`config.mk`:
```
export PLATFORM = sky130hd
export DESIGN_NAME = adder_operand_dispatcher_flat
export DESIGN_NICKNAME = d
export VERILOG_FILES = /design/src/rtl/adder_operand_dispatcher_pkg.sv /design/src/rtl/adder_operand_dispatcher_if.sv /design/src/rtl/adder_operand_dispatcher_chan_tx.sv /design/src/rtl/adder_operand_dispatcher.sv /design/src/flat_wrapper.sv
export SDC_FILE = /design/constraint.sdc
export NUM_CORES = 1
export LEC_CHECK = 0
export ABC_AREA = 1
export CORE_ASPECT_RATIO = 1.5
export CORE_UTILIZATION = 45
export DETAILED_ROUTE_END_ITERATION = 8
export PLACE_DENSITY = 0.8
export SLEW_MARGIN = 0
export SYNTH_ARGS = -nofsm -noshare
export SYNTH_HDL_FRONTEND = slang
export SYNTH_SLANG_ARGS = --single-unit
```
`constraint.sdc`:
```
create_clock -name clk -period 2.1 [get_ports clk]
set_input_delay 0.42 -clock clk [delete_from_list [all_inputs] [get_ports clk]]
set_output_delay 0.42 -clock clk [all_outputs]
set_load 0.01 [all_outputs]
```
`src/rtl/adder_operand_dispatcher_pkg.sv`:
```
// Shared types and helpers for the select-adder operand dispatcher.
// Holds the FSM state encoding, select width and lane decode.
package adder_disp_pkg;

  localparam int SEL_W = 2;

  typedef enum logic [2:0] {
    IDLE     = 3'd0,
    SEND_SB  = 3'd1,
    SEND_A   = 3'd2,
    WAIT_SUM = 3'd3,
    RESP     = 3'd4
  } disp_state_t;

  // Select 0 routes operand A to lane 0; any other select uses lane 1.
  function automatic logic lane_of(input logic [SEL_W-1:0] sel);
    return (sel != {SEL_W{1'b0}});
  endfunction

endpackage

```
`src/rtl/adder_operand_dispatcher_if.sv`:
```
// Handshake bundle between the dispatcher, its upstream command source
// and the selectable adder stage. master = dispatcher side.
interface adder_disp_if #(
  parameter int WIDTH = 8
);

  logic                             cmd_valid;
  logic                             cmd_ready;
  logic [adder_disp_pkg::SEL_W-1:0] cmd_sel;
  logic [WIDTH-1:0]                 cmd_a;
  logic [WIDTH-1:0]                 cmd_b;

  logic                             sel_valid;
  logic                             sel_ready;
  logic [adder_disp_pkg::SEL_W-1:0] sel_data;

  logic                             b_valid;
  logic                             b_ready;
  logic [WIDTH-1:0]                 b_data;

  logic                             a0_valid;
  logic                             a0_ready;
  logic                             a1_valid;
  logic                             a1_ready;
  logic [WIDTH-1:0]                 a_data;

  logic                             sum_valid;
  logic                             sum_ready;
  logic [WIDTH-1:0]                 sum_data;

  logic                             rsp_valid;
  logic                             rsp_ready;
  logic [WIDTH-1:0]                 rsp_data;

  modport master (
    input  cmd_valid, cmd_sel, cmd_a, cmd_b,
    output cmd_ready,
    output sel_valid, sel_data,
    input  sel_ready,
    output b_valid, b_data,
    input  b_ready,
    output a0_valid, a1_valid, a_data,
    input  a0_ready, a1_ready,
    input  sum_valid, sum_data,
    output sum_ready,
    output rsp_valid, rsp_data,
    input  rsp_ready
  );

  modport slave (
    output cmd_valid, cmd_sel, cmd_a, cmd_b,
    input  cmd_ready,
    input  sel_valid, sel_data,
    output sel_ready,
    input  b_valid, b_data,
    output b_ready,
    input  a0_valid, a1_valid, a_data,
    output a0_ready, a1_ready,
    output sum_valid, sum_data,
    input  sum_ready,
    input  rsp_valid, rsp_data,
    output rsp_ready
  );

endinterface

```
`src/rtl/adder_operand_dispatcher_chan_tx.sv`:
```
// One-slot valid/ready source: load captures a token, valid holds with
// stable data until the transfer edge, then drops.
module adder_disp_chan_tx #(
  parameter int W = 8
) (
  input  logic         clk,
  input  logic         rst_n,
  input  logic         load,
  input  logic [W-1:0] load_data,
  input  logic         ready,
  output logic         valid,
  output logic [W-1:0] data
);

  logic         valid_r;
  logic [W-1:0] data_r;

  // Slot register: load wins, otherwise clear on transfer, otherwise hold.
  always_ff @(posedge clk) begin
    if (!rst_n) begin
      valid_r <= 1'b0;
      data_r  <= {W{1'b0}};
    end else if (load) begin
      valid_r <= 1'b1;
      data_r  <= load_data;
    end else if (valid_r && ready) begin
      valid_r <= 1'b0;
      data_r  <= data_r;
    end else begin
      valid_r <= valid_r;
      data_r  <= data_r;
    end
  end

  assign valid = valid_r;
  assign data  = data_r;

endmodule

```
`src/rtl/adder_operand_dispatcher.sv`:
```
// Single-transaction initiator for the select-adder channel protocol.
// Optional sum checker enabled by defining ADDER_DISP_CHECK_EN.
module adder_operand_dispatcher
  import adder_disp_pkg::*;
#(
  parameter int WIDTH = 8,
  parameter int CNT_W = 16
) (
  input  logic             clk,
  input  logic             rst_n,
  adder_disp_if.master     bus,
  output logic [CNT_W-1:0] txn_count,
  output logic             err_mismatch
);

  disp_state_t      state_r;
  logic [SEL_W-1:0] sel_r;
  logic [WIDTH-1:0] a_r;
  logic [WIDTH-1:0] b_r;
  logic [WIDTH-1:0] sum_r;
  logic             lane_r;
  logic             rsp_valid_r;
  logic [CNT_W-1:0] txn_count_r;

  logic             cmd_fire_s;
  logic             sb_done_s;
  logic             a_fire_s;
  logic             sum_fire_s;
  logic             rsp_fire_s;
  logic             a_ready_s;
  logic             sel_valid_s;
  logic             b_valid_s;
  logic             a_valid_s;
  logic [SEL_W-1:0] sel_data_s;
  logic [WIDTH-1:0] b_data_s;
  logic [WIDTH-1:0] a_data_s;

  assign cmd_fire_s = (state_r == IDLE) && bus.cmd_valid;
  // A is loaded only once both select and B have left (or leave this edge).
  assign sb_done_s  = (state_r == SEND_SB) &&
                      (!sel_valid_s || bus.sel_ready) &&
                      (!b_valid_s || bus.b_ready);
  assign a_ready_s  = lane_r ? bus.a1_ready : bus.a0_ready;
  assign a_fire_s   = a_valid_s && a_ready_s;
  assign sum_fire_s = (state_r == WAIT_SUM) && bus.sum_valid;
  assign rsp_fire_s = rsp_valid_r && bus.rsp_ready;

  adder_disp_chan_tx #(.W(SEL_W)) u_sel_tx (
    .clk       (clk),
    .rst_n     (rst_n),
    .load      (cmd_fire_s),
    .load_data (bus.cmd_sel),
    .ready     (bus.sel_ready),
    .valid     (sel_valid_s),
    .data      (sel_data_s)
  );

  adder_disp_chan_tx #(.W(WIDTH)) u_b_tx (
    .clk       (clk),
    .rst_n     (rst_n),
    .load      (cmd_fire_s),
    .load_data (bus.cmd_b),
    .ready     (bus.b_ready),
    .valid     (b_valid_s),
    .data      (b_data_s)
  );

  adder_disp_chan_tx #(.W(WIDTH)) u_a_tx (
    .clk       (clk),
    .rst_n     (rst_n),
    .load      (sb_done_s),
    .load_data (a_r),
    .ready     (a_ready_s),
    .valid     (a_valid_s),
    .data      (a_data_s)
  );

  // Transaction sequencer: latches the command, tracks phases, holds the response.
  always_ff @(posedge clk) begin
    if (!rst_n) begin
      state_r     <= IDLE;
      sel_r       <= {SEL_W{1'b0}};
      a_r         <= {WIDTH{1'b0}};
      b_r         <= {WIDTH{1'b0}};
      sum_r       <= {WIDTH{1'b0}};
      lane_r      <= 1'b0;
      rsp_valid_r <= 1'b0;
      txn_count_r <= {CNT_W{1'b0}};
    end else begin
      case (state_r)
        IDLE: begin
          if (cmd_fire_s) begin
            sel_r   <= bus.cmd_sel;
            a_r     <= bus.cmd_a;
            b_r     <= bus.cmd_b;
            lane_r  <= lane_of(bus.cmd_sel);
            state_r <= SEND_SB;
          end else begin
            state_r <= IDLE;
          end
        end
        SEND_SB: begin
          if (sb_done_s) begin
            state_r <= SEND_A;
          end else begin
            state_r <= SEND_SB;
          end
        end
        SEND_A: begin
          if (a_fire_s) begin
            state_r <= WAIT_SUM;
          end else begin
            state_r <= SEND_A;
          end
        end
        WAIT_SUM: begin
          if (sum_fire_s) begin
            sum_r       <= bus.sum_data;
            rsp_valid_r <= 1'b1;
            state_r     <= RESP;
          end else begin
            state_r <= WAIT_SUM;
          end
        end
        RESP: begin
          if (rsp_fire_s) begin
            rsp_valid_r <= 1'b0;
            txn_count_r <= txn_count_r + CNT_W'(1);
            state_r     <= IDLE;
          end else begin
            state_r <= RESP;
          end
        end
        default: begin
          rsp_valid_r <= 1'b0;
          state_r     <= IDLE;
        end
      endcase
    end
  end

`ifdef ADDER_DISP_CHECK_EN
  logic [WIDTH-1:0] exp_sum_s;
  logic             err_r;

  assign exp_sum_s = a_r + b_r;

  // Sticky flag: any returned sum that differs from a + b (mod 2^WIDTH).
  always_ff @(posedge clk) begin
    if (!rst_n) begin
      err_r <= 1'b0;
    end else if (sum_fire_s && (bus.sum_data != exp_sum_s)) begin
      err_r <= 1'b1;
    end else begin
      err_r <= err_r;
    end
  end

  assign err_mismatch = err_r;
`else
  assign err_mismatch = 1'b0;
`endif

  assign bus.cmd_ready = (state_r == IDLE);
  assign bus.sum_ready = (state_r == WAIT_SUM);
  assign bus.sel_valid = sel_valid_s;
  assign bus.sel_data  = sel_data_s;
  assign bus.b_valid   = b_valid_s;
  assign bus.b_data    = b_data_s;
  assign bus.a0_valid  = a_valid_s && !lane_r;
  assign bus.a1_valid  = a_valid_s && lane_r;
  assign bus.a_data    = a_data_s;
  assign bus.rsp_valid = rsp_valid_r;
  assign bus.rsp_data  = sum_r;
  assign txn_count     = txn_count_r;

endmodule
```
`src/flat_wrapper.sv`:
```
// flat-port wrapper written by rule: the top's interface ports become plain ports
module adder_operand_dispatcher_flat import adder_disp_pkg::*;
#(
  parameter int WIDTH = 8,
  parameter int CNT_W = 16
)
  (clk, rst_n, txn_count, err_mismatch, bus_cmd_valid, bus_cmd_sel, bus_cmd_a, bus_cmd_b, bus_cmd_ready, bus_sel_valid, bus_sel_data, bus_sel_ready, bus_b_valid, bus_b_data, bus_b_ready, bus_a0_valid, bus_a1_valid, bus_a_data, bus_a0_ready, bus_a1_ready, bus_sum_valid, bus_sum_data, bus_sum_ready, bus_rsp_valid, bus_rsp_data, bus_rsp_ready);
  adder_disp_if #(.WIDTH(WIDTH)) bus_i ();
  input  logic clk;
  input  logic rst_n;
  output logic [CNT_W-1:0] txn_count;
  output logic err_mismatch;
  input wire logic [$bits(bus_i.cmd_valid)-1:0] bus_cmd_valid;
  input wire logic [$bits(bus_i.cmd_sel)-1:0] bus_cmd_sel;
  input wire logic [$bits(bus_i.cmd_a)-1:0] bus_cmd_a;
  input wire logic [$bits(bus_i.cmd_b)-1:0] bus_cmd_b;
  output wire logic [$bits(bus_i.cmd_ready)-1:0] bus_cmd_ready;
  output wire logic [$bits(bus_i.sel_valid)-1:0] bus_sel_valid;
  output wire logic [$bits(bus_i.sel_data)-1:0] bus_sel_data;
  input wire logic [$bits(bus_i.sel_ready)-1:0] bus_sel_ready;
  output wire logic [$bits(bus_i.b_valid)-1:0] bus_b_valid;
  output wire logic [$bits(bus_i.b_data)-1:0] bus_b_data;
  input wire logic [$bits(bus_i.b_ready)-1:0] bus_b_ready;
  output wire logic [$bits(bus_i.a0_valid)-1:0] bus_a0_valid;
  output wire logic [$bits(bus_i.a1_valid)-1:0] bus_a1_valid;
  output wire logic [$bits(bus_i.a_data)-1:0] bus_a_data;
  input wire logic [$bits(bus_i.a0_ready)-1:0] bus_a0_ready;
  input wire logic [$bits(bus_i.a1_ready)-1:0] bus_a1_ready;
  input wire logic [$bits(bus_i.sum_valid)-1:0] bus_sum_valid;
  input wire logic [$bits(bus_i.sum_data)-1:0] bus_sum_data;
  output wire logic [$bits(bus_i.sum_ready)-1:0] bus_sum_ready;
  output wire logic [$bits(bus_i.rsp_valid)-1:0] bus_rsp_valid;
  output wire logic [$bits(bus_i.rsp_data)-1:0] bus_rsp_data;
  input wire logic [$bits(bus_i.rsp_ready)-1:0] bus_rsp_ready;
  assign bus_i.cmd_valid = bus_cmd_valid;
  assign bus_i.cmd_sel = bus_cmd_sel;
  assign bus_i.cmd_a = bus_cmd_a;
  assign bus_i.cmd_b = bus_cmd_b;
  assign bus_cmd_ready = bus_i.cmd_ready;
  assign bus_sel_valid = bus_i.sel_valid;
  assign bus_sel_data = bus_i.sel_data;
  assign bus_i.sel_ready = bus_sel_ready;
  assign bus_b_valid = bus_i.b_valid;
  assign bus_b_data = bus_i.b_data;
  assign bus_i.b_ready = bus_b_ready;
  assign bus_a0_valid = bus_i.a0_valid;
  assign bus_a1_valid = bus_i.a1_valid;
  assign bus_a_data = bus_i.a_data;
  assign bus_i.a0_ready = bus_a0_ready;
  assign bus_i.a1_ready = bus_a1_ready;
  assign bus_i.sum_valid = bus_sum_valid;
  assign bus_i.sum_data = bus_sum_data;
  assign bus_sum_ready = bus_i.sum_ready;
  assign bus_rsp_valid = bus_i.rsp_valid;
  assign bus_rsp_data = bus_i.rsp_data;
  assign bus_i.rsp_ready = bus_rsp_ready;
  adder_operand_dispatcher #(.WIDTH(WIDTH), .CNT_W(CNT_W)) u_core (.clk(clk), .rst_n(rst_n), .bus(bus_i), .txn_count(txn_count), .err_mismatch(err_mismatch));
endmodule
```
==> load_flow_metrics.sql <==
INSERT INTO impl_metrics (metric_group, metric, value, unit) VALUES
('drt', 'ant_nets', '0', ''),
('clocking', 'cts_tree', 'done', ''),
('logic_synthesis', 'main_combinational_cell_family_by_area_after_synthesis', 'simple AND/OR/NAND/NOR gates', ''),
('critical_path', 'cp_max_fo', '5', ''),
('logic_synthesis', 'postSynthNetCount', '345', ''),
('logic_synthesis', 'netlist.top_cell.by_area', 'dfxtp_1', ''),
('placed_design', 'gp_congestion', '0.9049', ''),
('sta', 'min_tclk_post_route', '1.997', 'ns'),
('logic_synthesis', 'ys_warn_count', '0', ''),
('outcome', 'run_status', 'completed', ''),
('layout', 'multi_input_gate_area_in_the_final_layout', '0.001025', 'sq mm'),
('floorplanning', 'die_w', '61.55', 'um'),
('logic_synthesis', 'post_synth_fa_ha_maj_area_fraction', '0.5227', '%'),
('logic_synthesis', 'number_of_different_library_cells_in_the_post_synthesis_netlist', '32', ''),
('clocking', 'hold_buffers', '0', ''),
('logic_synthesis', 'synth_seq_area_share', '48.51', '%'),
('logic_synthesis', 'yosys-mux-area-fraction', '0', '%'),
('critical_path', 'worst_path_max_delay_cell', 'clkdlybuf4s50_1', ''),
('pwr', 'peakVddDrop', '0.0005528', 'V'),
('sta', 'slew_viol_final', '0', ''),
('layout', 'num_antenna_cells', '0', ''),
('layout', 'final_util', '67.63', '%'),
('clocking', 'clock-sinks', '58', ''),
('logic_synthesis', 'synth_simple_gate_area_share', '24.93', '%'),
('logic_synthesis', 'synth_area_per_cell', '7.746', 'sq um'),
('sta', 'timing_hold_violations_final', '0', ''),
('floorplanning', 'design.core.area', '0.005125', 'sq mm'),
('grt', 'grt_pass1_vias', '2183', ''),
('critical_path', 'critical_path_class', 'reg -> out', ''),
('logic_synthesis', 'synthesis.area', '0.002394', 'sq mm'),
('layout', 'final_nets', '432', ''),
('critical_path', 'req_time_crit_path', '1.68', 'ns'),
('job', 'cap_violations', '0', ''),
('layout', 'layout.cell_area.non_filler', '0.003466', 'sq mm'),
('drt', 'post_drt_via_cell_ratio', '4.932', ''),
('floorplanning', 'design.die.area', '0.005621', 'sq mm'),
('sta', 'min_period_over_period', '95.11', '%'),
('sta', 'setup_violations', '0', ''),
('placed_design', 'place_hpwl', '4.340', 'mm'),
('critical_path', 'cp_cell_sequence', 'nand2_1 > nor2_1 > clkdlybuf4s50_1', ''),
('logic_synthesis', 'ys_seq_elements', '58', ''),
('drt', 'detailroute.via_count', '2308', ''),
('grt', 'antenna_violations_before_repair', '0', ''),
('layout', 'layout-area-overhead-vs-synth', '44.80', '%'),
('placed_design', 'placed_cell_area', '0.003296', 'sq mm'),
('layout', 'post_route_cells_drive_above_1_share', '10.50', '%'),
('grt', 'grt_first_pass_wirelength', '9.411', 'mm'),
('drt', 'drc_errors', '0', ''),
('clocking', 'clkLatencyLatePin', '0.34', 'ns'),
('floorplanning', 'die_h', '91.32', 'um'),
('logic_synthesis', 'synth_top_area_share', '48.51', '%'),
('grt', 'track_usage', '23.08', '%'),
('critical_path', 'critical_path.max_stage_delay', '0.58', 'ns'),
('layout', 'seqCellArea', '0.001161', 'sq mm'),
('pwr', 'power_density', '769.0', 'mW/mm^2'),
('clocking', 'cts.path.max_buffers', '2', ''),
('critical_path', 'arrival', '1.58', 'ns'),
('drt', 'detail_route.first_pass.iterations', '4', ''),
('floorplanning', 'core.rowCount', '32', ''),
('grt', 'grt_max_degree', '33', ''),
('sta', 'finalSetupTns', '0', 'ns'),
('drt', 'dr.first_iter.drc_count', '139', ''),
('sta', 'worst_clock_skew', '0.006702', 'ns'),
('layout', 'n_fill_cell', '467', ''),
('critical_path', 'crit_path_end_kind', 'primary output', ''),
('drt', 'post_drt_wl_per_cell', '12.64', 'um'),
('pwr', 'p_leak', '1.355', 'nW'),
('floorplanning', 'io_pins', '85', ''),
('logic_synthesis', 'synthTopCellsByArea', 'dfxtp_1 49%, nand2_1 10%, a21oi_1 9.2%, inv_1 5.0%, nand3_1 3.8%', ''),
('clocking', 'cts_buffer_count', '9', ''),
('clocking', 'root_buffer', 'clkbuf_8', '');
==> cell usage in the layout (no fill, tap or decap), types with 3 or more instances in the layout <==
cell type and count:
a21oi_1 44, buf_4 5, clkbuf_8 11, clkdlybuf4s50_1 83, clkinv_2 4, dfxtp_1 58
inv_1 32, inv_2 3, nand2_1 65, nand2_2 3, nand3_1 18, nand4_1 4
nor2_1 21, nor3_1 5, nor3_2 5, o21ai_1 17
==> state kept, by name, indices dropped and copies added (netlist names) <==
register and count:
u_core.u_b_tx.data 8, u_core.u_sel_tx.valid 1, u_core.a_r 8, u_core.u_sel_tx.data 2, u_core.bus.rsp_valid 1, u_core.u_b_tx.valid 1
u_core.u_a_tx.valid 1, u_core.bus.rsp_data 8, u_core.state_r 3, u_core.u_a_tx.data 8, u_core.txn_count 16, u_core.lane_r 1
==> path summary, 6_finish.rpt <==
| kind | startpoint | to | slack (ns) | cells past startpoint |
|---|---|---|---|---|
| worst max register to register | u_core.state_r[2] | u_core.state_r[0] | 0.62 | 8 |
| worst min-delay path | u_core.a_r[4] | u_core.a_r[4] | 0.45 | 2 |
| worst min register to register | u_core.a_r[4] | u_core.a_r[4] | 0.45 | 2 |
| worst max-delay path | u_core.state_r[1] | bus_sum_ready | 0.10 | 3 |
==> power by group <==
part	internal (W)	switching, W	total, W
clock	0.000479	0.000415	0.000895
sequential	0.00119	0.0000538	0.00125
combinational	0.000262	0.000261	0.000523
total	0.00193	0.000731	0.00267
==> critical path, delay by kind of cell, from the launching register on <==
family | cells | cell delay, ns
buffers and inverters | 1 | 0.58
flip-flops | 1 | 0.45
AND/OR/NAND/NOR | 2 | 0.21
==> kinds of logic after synthesis <==
| group | Yosys count |
|---|---|
| flip-flops | 58 |
| AND/OR/NAND/NOR | 126 |
| XOR/XNOR | 4 |
| other | 1 |
| buffers and inverters | 49 |
| AO/OA/AOI/OAI | 70 |
| adder cells (fa/ha/maj) | 1 |
==> final cells by class <==
type                       count  share of cell area (%)
clock inverter                 3                  0.4332
clock buffer                  12                   4.477
inverter                      36                   3.935
multi-input combinational    202                   29.57
tap                           68                   2.455
sequential                    58                   33.50
timing repair buffer          89                   25.63
==> layer usage <==
layer,GRT usage (%),vias to the layer above,share of wire (%)
met2,38.80,71,52
li1,-,1174,-
met4,16.67,0,4.7
met5,0,-,0
met1,22.65,1039,38
met3,6.695,24,5.3
==> per-stage QoR <==
stage	setup slack [ns]	power (W)	std cells	hold slack, ns
5_1_grt	0.03753	0.002782	468	0.4737
6_report	0.1028	0.002665	468	0.4513
4_1_cts	0.06053	0.002694	468	0.4521
3_5_place_dp	0.2515	0.001792	453	0.4423
3_3_place_gp	0.3055	0.001781	453	0.4387
2_1_floorplan	0.7836	0.001540	309	0.4305
==> Yosys cell counts (all sizes together) <==
library cell / n
a22oi: 1
nor2: 24
dfxtp: 58
xor2: 2
buf: 7
nor3: 10
a21oi: 46
conb: 1
clkinv: 1
inv: 35
o21bai: 1
xnor2: 2
nand4: 4
o21ai: 20
nand2: 68
nand3: 20
a31oi: 2
clkbuf: 6
ha: 1
No activity file was read; power rests on OpenSTA's default activity.
